[config.mk]
export PLATFORM = sky130hd
export DESIGN_NAME = core_mem_arbiter
export DESIGN_NICKNAME = d
export VERILOG_FILES = /design/src/rtl/core_mem_arbiter.sv
export SDC_FILE = /design/constraint.sdc
export NUM_CORES = 1
export LEC_CHECK = 0
export ABC_CLOCK_PERIOD_IN_PS = 2000
export BUFFER_PORTS_ARGS = -buffer_cell sky130_fd_sc_hd__buf_4
export CAP_MARGIN = 15
export CORE_AREA = 4 4 100 102
export DETAILED_ROUTE_END_ITERATION = 8
export DIE_AREA = 0 0 104 106
export GPL_ROUTABILITY_DRIVEN = 0
export REMOVE_ABC_BUFFERS = 1
export SLEW_MARGIN = 10
export SYNTH_ARGS = -nofsm -noshare
export SYNTH_HDL_FRONTEND = slang
export SYNTH_SLANG_ARGS = --single-unit
[constraint.sdc]
create_clock -name clk -period 2 [get_ports clk]
set_input_delay 0.4 -clock clk [delete_from_list [all_inputs] [get_ports clk]]
set_output_delay 0.4 -clock clk [all_outputs]
set_load 0.005 [all_outputs]
[src/rtl/core_mem_arbiter.sv]
// Arbitrates the core instruction-fetch and LSU ports onto one single-port SRAM.
// LSU has fixed priority, a starvation counter guarantees fetch progress, and out-of-window accesses get error responses.
module core_mem_arbiter #(
   parameter int unsigned MEM_ADDR_WIDTH = 15,
   parameter logic [31:0] BASE_ADDR      = 32'h0000_0000,
   parameter int unsigned STARVE_LIMIT   = 4
) (
   input  logic                      clk,
   input  logic                      rst,
   input  logic                      instr_req_i,
   output logic                      instr_gnt_o,
   output logic                      instr_rvalid_o,
   input  logic [31:0]               instr_addr_i,
   output logic [31:0]               instr_rdata_o,
   output logic                      instr_err_o,
   input  logic                      lsu_req_i,
   output logic                      lsu_gnt_o,
   output logic                      lsu_rvalid_o,
   input  logic                      lsu_we_i,
   input  logic [3:0]                lsu_be_i,
   input  logic [31:0]               lsu_addr_i,
   input  logic [31:0]               lsu_wdata_i,
   output logic [31:0]               lsu_rdata_o,
   output logic                      lsu_err_o,
   output logic                      mem_req_o,
   output logic [MEM_ADDR_WIDTH-1:0] mem_addr_o,
   output logic                      mem_we_o,
   output logic [3:0]                mem_be_o,
   output logic [31:0]               mem_wdata_o,
   input  logic [31:0]               mem_rdata_i
);

   localparam int unsigned CNT_W    = $clog2(STARVE_LIMIT + 1);
   localparam logic [CNT_W-1:0] CNT_MAX = CNT_W'(STARVE_LIMIT);
   localparam logic [31:0] WIN_MASK = ~32'((64'd1 << MEM_ADDR_WIDTH) - 64'd1);

   logic [CNT_W-1:0] starve_cnt_q, starve_cnt_d;
   logic             rsp_valid_q, rsp_valid_d;
   logic             rsp_owner_q, rsp_owner_d;
   logic             rsp_err_q, rsp_err_d;
   logic             instr_win, lsu_win;
   logic             instr_in_range, lsu_in_range;
   logic             rsp_live;

   assign instr_in_range = (instr_addr_i & WIN_MASK) == BASE_ADDR;
   assign lsu_in_range   = (lsu_addr_i & WIN_MASK) == BASE_ADDR;

   // Fixed LSU priority, overridden once the fetch port has been starved long enough.
   always_comb begin
      instr_win = 1'b0;
      lsu_win   = 1'b0;
      if (!rst) begin
         if (lsu_req_i && !(instr_req_i && (starve_cnt_q == CNT_MAX))) begin
            lsu_win = 1'b1;
         end else if (instr_req_i) begin
            instr_win = 1'b1;
         end
      end
   end

   assign instr_gnt_o = instr_win;
   assign lsu_gnt_o   = lsu_win;

   // SRAM request mux; out-of-window winners never reach the SRAM.
   always_comb begin
      mem_req_o   = 1'b0;
      mem_addr_o  = '0;
      mem_we_o    = 1'b0;
      mem_be_o    = 4'h0;
      mem_wdata_o = 32'h0;
      if (lsu_win && lsu_in_range) begin
         mem_req_o   = 1'b1;
         mem_addr_o  = MEM_ADDR_WIDTH'(lsu_addr_i - BASE_ADDR);
         mem_we_o    = lsu_we_i;
         mem_be_o    = lsu_be_i;
         mem_wdata_o = lsu_wdata_i;
      end else if (instr_win && instr_in_range) begin
         mem_req_o   = 1'b1;
         mem_addr_o  = MEM_ADDR_WIDTH'(instr_addr_i - BASE_ADDR);
         mem_be_o    = 4'hF;
      end
   end

   // Next state: starvation count and the one-deep response pipeline.
   always_comb begin
      starve_cnt_d = starve_cnt_q;
      rsp_valid_d  = instr_win | lsu_win;
      rsp_owner_d  = rsp_owner_q;
      rsp_err_d    = rsp_err_q;
      if (!instr_req_i || instr_win) begin
         starve_cnt_d = '0;
      end else if (lsu_win && (starve_cnt_q != CNT_MAX)) begin
         starve_cnt_d = starve_cnt_q + CNT_W'(1);
      end
      if (lsu_win) begin
         rsp_owner_d = 1'b1;
         rsp_err_d   = !lsu_in_range;
      end else if (instr_win) begin
         rsp_owner_d = 1'b0;
         rsp_err_d   = !instr_in_range;
      end
   end

   always_ff @(posedge clk) begin
      if (rst) begin
         starve_cnt_q <= '0;
         rsp_valid_q  <= 1'b0;
         rsp_owner_q  <= 1'b0;
         rsp_err_q    <= 1'b0;
      end else begin
         starve_cnt_q <= starve_cnt_d;
         rsp_valid_q  <= rsp_valid_d;
         rsp_owner_q  <= rsp_owner_d;
         rsp_err_q    <= rsp_err_d;
      end
   end

   // Responses are suppressed while reset is asserted so an in-flight one is dropped.
   assign rsp_live       = rsp_valid_q && !rst;
   assign instr_rvalid_o = rsp_live && !rsp_owner_q;
   assign lsu_rvalid_o   = rsp_live && rsp_owner_q;
   assign instr_err_o    = instr_rvalid_o && rsp_err_q;
   assign lsu_err_o      = lsu_rvalid_o && rsp_err_q;
   assign instr_rdata_o  = (instr_rvalid_o && !rsp_err_q) ? mem_rdata_i : 32'h0;
   assign lsu_rdata_o    = (lsu_rvalid_o && !rsp_err_q) ? mem_rdata_i : 32'h0;

endmodule

==> reports/results.ini, run 1 <==
[detailed_routing]
wl_met3_um = 954
drt_pass1_iterations = 4
met1_length_um = 3300
drt_wl_total_um = 9440
wire_per_inst_um = 17.0
drt-initial-drc-count = 120
highest_layer = met4
ant_nets = 0
routed-wl-met2_um = 5050
via_count = 2489
drc = 0
vias_per_cell = 4.48

[pwr]
powerDensity_nw_per_um2 = 182
leakagePower_nw = 2.24
peakVddDrop_mv = 0.118
total_power_mw = 0.677

[logic_synthesis]
syn_avg_cell_area_um2 = 6.68
syn_inst = 185
yosys.area.top_type = and3_1
synth-async-reset-ratio_pct = 0
synth_top_area_share_pct = 32.9
synth.cell_area_um2 = 1230
synth_most_common_cell = and3_1
yosys_warnings = 0
ys_types = 28
synthTopCellsByCount = and3_1 (65), and2_1 (34), a22o_1 (15)
synth_edf_count = 0
synth_top_flop_cell = dfxtp_1
synth_seq_area_share_pct = 9.73
synth.area.top_cells = and3_1 (33%), and2_1 (17%), a22o_1 (11%)
ys_ff_latch = 6

[worst_setup_path]
path_common_cell = buf_6
cp_cell_sequence = buf_6 > nor4_4 > nand4_1 > nor3_4 > buf_6 > buf_12 > a22o_1 > buf_4
critPathMaxStageDelay_ns = 0.27
critPathLaunchType = input port
cp-end-kind = output pin
criticalPathCategory = in2out
cp_slowest_cell = nor4_4
cp.required_ns = 1.60
cp.arrival_ns = 1.76
cp_max_fo = 7

[grt]
grt.overflow.total = 0
grt_max_degree = 65
grt_first_pass_wirelength_um = 14100
antenna_found_initial = 0
grt_pass1_vias = 2591
grt_use_total_pct = 15.8

[sta]
drv_slew = 0
worst_pin_slew_ns = 0.385
grt_setup_unrepaired = true
fin_ws_ns = -0.157
hold_viol = 0
relSlewSlack_pct = 73.6
max_clock_freq_mhz = 464
finClkSkew_ns = 0.00236
post-route-period-util_pct = 108
fin_crit_ns = 2.16
setup_viol = 53

[floorplanning]
dieArea_um2 = 11000
die_w_um = 104
start_util_pct = 13.6
ios = 260
die_h_um = 106
core_area_um2 = 9110
rows = 35

[outcome]
violations = setup timing
status = complete, but fails checks

[min_path]
hp-class = in2reg

[clocking]
cts_made_buffers = 3
htree_levels = 1
cts_buffer_depth = 2
cts_tree = done
cts.sinks = 6
clk_pin_slew_ns = 0.04
clk_latency_ns = 0.22
holdBufCountCts = 0
clockRootBuffer = clkbuf_8

[finish]
final_net_count = 586
stdcell_count = 556
fin_area_um2 = 3710
area_growth_pct = 201
drive_gt1_share_pct = 69.0
diodes = 0

[placement]
dp.cells = 546
place_area_um2 = 3380
portBuffers = 259
hpwl_um = 7650

[run]
max_cap_violations = 0

per-layer routing:
| metal | vias up | GRT usage, % |
|---|---|---|
| met4 | 0 | 3.04 |
| met2 | 179 | 31.2 |
| li1 | 1188 | - |
| met5 | - | 0 |
| met3 | 8 | 4.07 |
| met1 | 1114 | 16.8 |
kinds of logic after synthesis:
group                      Yosys count  synth area share, %
buffers and inverters               25                 8.61
muxes                                1                0.811
DFF                                  6                 9.73
adders and majority gates            2                 2.03
AOI/OAI and AO/OA                   22                 14.6
and+or+nand+nor                    129                 64.2
worst paths after layout:
kind	from	depth (start not counted)	slack, ns	to
hold reg to reg	starve_cnt_q[0]$_SDFFE_PP0P_	2	0.51	starve_cnt_q[0]$_SDFFE_PP0P_
setup reg to reg	starve_cnt_q[1]$_SDFFE_PP0P_	7	0.42	rsp_err_q$_SDFFE_PP0P_
setup / recovery	lsu_addr_i[27]	8	-0.16	mem_addr_o[10]
hold / removal	lsu_req_i	3	0.43	rsp_valid_q$_SDFF_PP0_
flip-flops by register name, summed over array words and instances, names as in the netlist:
| register | count |
|---|---|
| rsp_err_q | 1 |
| rsp_owner_q | 1 |
| rsp_valid_q | 1 |
| starve_cnt_q | 3 |
cells in the final DEF (no fill, tap or decap), types with 3 or more instances in the layout:
master    count
a21o_1        4
a22o_1       14
and2_1       24
and2_4       10
and3_1       64
buf_12        6
buf_4       251
buf_6        18
clkbuf_8      3
dfxtp_1       4
inv_1         3
nor2_1        7
nor4_1        3
nor4_4        3
area by class of cell:
cell class,count,area [um^2]
Tap cell,111,139
Sequential cell,6,123
Multi-Input combinational cell,154,1130
Fill cell,918,5400
Clock buffer,3,41.3
Inverter,5,18.8
Timing Repair Buffer,277,2260
what timing repair did:
action	4_1_cts	5_1_grt
pin swaps	12	11
endpoints found under the setup margin	53	53
buffers inserted	6	0
cloned	4	0
endpoints found under the hold margin	0	0
resized for setup	36	16
where the power goes:
group          switching [mW]  internal (mW)
Sequential            0.00250          0.126
Combinational           0.125          0.244
Clock                  0.0506          0.129
through the flow:
| stage | TNS (ns) | hold slack (ns) | utilization [%] | setup WS (ns) |
|---|---|---|---|---|
| 2_1_floorplan | -28.01 | 0.425 | - | -0.355 |
| 3_3_place_gp | -15.03 | 0.501 | 37.1 | -0.408 |
| 3_5_place_dp | -14.97 | 0.521 | 37.1 | -0.401 |
| 4_1_cts | -7.55 | 0.427 | 40.8 | -0.195 |
| 5_1_grt | -12.12 | 0.455 | 40.8 | -0.250 |
| 6_report | -6.91 | 0.431 | 40.8 | -0.157 |
worst max-delay path: cells and delay by family:
kind | cells | cell delay (ns)
simple gates | 3 | 0.71
buf+inv | 4 | 0.50
compound gates | 1 | 0.15
Power figures use the tool's default switching activity.
==> run 2, diff against run 1 <==
Settings changed: CELL_PAD_IN_SITES_DETAIL_PLACEMENT from default to 1, CELL_PAD_IN_SITES_GLOBAL_PLACEMENT from default to 1, CORE_AREA 4 4 100 102 to default, CORE_MARGIN from default to 4, CORE_UTILIZATION from default to 13, DIE_AREA 0 0 104 106 to default, PLACE_DENSITY_LB_ADDON from default to 0.1.
==> run 2 against run 1 <==
Clock-buffer cell count unchanged. The flow still finishes with violations (setup timing). Final area grew 2.1%. Clock power barely moved. Routed wire length increased by 8.5%. Register-to-register slack improved by 0.08 ns. Sequential power barely moved. Critical path type unchanged. Cell count is 3.4% higher. Critical path depth is the same. Total power down 1.3%. Flip-flop and latch count stayed put. Hold slack improved by 0.0056 ns. Combinational power decreased by 2%.
==> reports/results.ini, run 2 (synthesis gave the netlist of run 1 again) <==
[worst_setup_path]
cp_slowest_cell = nor4_4
criticalPathCategory = in2out
crit_buf_inv = 4
cp.required_ns = 1.60
critPathMaxStageDelay_ns = 0.27
critPathLaunchType = input port
cp.arrival_ns = 1.75
reg2reg_to = rsp_err_q$_SDFFE_PP0P_
cp_max_fo = 13
critPathTopFamily = simple AND/OR/NAND/NOR gates
cp-end-kind = output pin
reg2reg_depth = 8
r2r_start = starve_cnt_q[0]$_SDFFE_PP0P_
cp_cell_sequence = buf_6 > nor4_4 > nand4_1 > nor3_4 > buf_12 > clkbuf_16 > and2_1 > buf_4
rrSetupSlack_ns = 0.50

[finish]
final_net_count = 587
drive_gt1_share_pct = 69.5
area_growth_pct = 207
diodes = 0
postLayoutCoreUtil_pct = 41.0
final_common_cell = buf_4
largest_reg_flops = 3
stdcell_count = 575
fin_area_um2 = 3790
final_cell_mix = buf_4 (245), and3_1 (64), buf_6 (24)
regMostFlops = starve_cnt_q
nFillCells = 1139

[pwr]
peakVddDrop_mv = 0.139
comb_power_share_pct = 53.9
p_int_mw = 0.495
power_frac_clock_pct = 26.9
powerDensity_nw_per_um2 = 176
pwr-share-seq_pct = 19.2
p_switching_mw = 0.174
leakagePower_nw = 2.26
swShare_pct = 26.0

[placement]
hpwl_um = 8100
dp.cells = 565
place_area_um2 = 3390
portBuffers = 259

[grt]
grt.overflow.total = 0
antenna_found_initial = 0
grt_max_degree = 42
grt_pass1_vias = 2655
grt_first_pass_wirelength_um = 14700
grt_use_total_pct = 16.7

[sta]
worst_pin_slew_ns = 0.291
post-route-period-util_pct = 108
finClkSkew_ns = 0.00270
hold_viol = 0
setup_viol = 53
fin_ws_ns = -0.152
hold-worst-slack_ns = 0.437
max_clock_freq_mhz = 465
setup_tns_ns = -6.47
grt_setup_unrepaired = true
fin_crit_ns = 2.15
drv_slew = 0
relSlewSlack_pct = 80.1

[floorplanning]
ios = 260
core_area_um2 = 9240
dieArea_um2 = 11100
rows = 35
die_h_um = 105
die_w_um = 105
start_util_pct = 13.4

[detailed_routing]
ant_nets = 0
drt-initial-drc-count = 74
drt_wl_total_um = 10200
wire_per_inst_um = 17.8
drt_pass1_iterations = 4
via_count = 2493
drc = 0
vias_per_cell = 4.34

[min_path]
min_path_cells = 2
hp-class = in2reg
holdCritStartpoint = instr_req_i
hold_end = rsp_owner_q$_SDFFE_PP0P_

[clocking]
clk_pin_slew_ns = 0.03
cts_made_buffers = 3
clockRootBuffer = clkbuf_8
clk_latency_ns = 0.22
htree_levels = 1
cts.sinks = 6
cts_tree = done
cts_buffer_depth = 2

[outcome]
violations = setup timing
status = complete, but fails checks

[run]
max_cap_violations = 0

run 2: cell count changes in the layout (fill, tap and decap cells not counted), moves of 2 or more:
cell / before / now
and2_1: 24 / 19
and2_4: 10 / 15
buf_12: 6 / 4
buf_4: 251 / 245
buf_6: 18 / 24
clkbuf_16: 0 / 2
run 2: how the worst max path moves through the flow:
stage                     slack (ns)  cells after the start               end           start
after detailed placement       -0.26                      7     mem_addr_o[8]  lsu_addr_i[15]
after global routing           -0.23                      8     mem_addr_o[6]  lsu_addr_i[15]
after CTS                      -0.17                      8    mem_addr_o[10]  lsu_addr_i[16]
final                          -0.15                      8    mem_wdata_o[2]  lsu_addr_i[16]
after global placement         -0.20                      7     mem_addr_o[8]  lsu_addr_i[15]
after floorplan                -0.35                      2  instr_rdata_o[0]             rst
run 2: metrics by stage:
step	setup WS, ns	power [mW]
3_5_place_dp	-0.264	0.475
6_report	-0.152	0.669
4_1_cts	-0.172	0.673
3_3_place_gp	-0.199	0.468
5_1_grt	-0.232	0.720
2_1_floorplan	-0.355	0.187
run 2: area by class of cell:
type	count	area [um^2]	area share [%]
clock buffer	3	41.3	1.09
timing repair buffer	278	2320	61.3
tap	129	161	4.26
multi-input combinational	154	1120	29.7
inverter	5	18.8	0.495
sequential	6	123	3.23
run 2: repair_timing:
item                       in CTS  in global routing
setup endpoints to repair      53                 53
hold buffers                    0                  0
resized for setup              29                 28
gates cloned                    3                  2
pin swaps                       9                 20
buffers inserted                1                  1
run 2: per-layer routing:
metal	up-vias	wire [um]	GRT usage, %
met5	-	0	0
met4	0	164	4.03
met3	12	1340	7.78
met2	170	5520	32.8
met1	1120	3220	15.4
li1	1191	-	-
run 2: power groups by stage:
stage	Clock, mW	Sequential [mW]	Combinational (mW)
after CTS	0.187	0.128	0.358
after detailed placement	0	0.130	0.345
after global routing	0.196	0.129	0.395
final	0.180	0.128	0.360
after global placement	0	0.130	0.339
after floorplan	0	0.129	0.0575
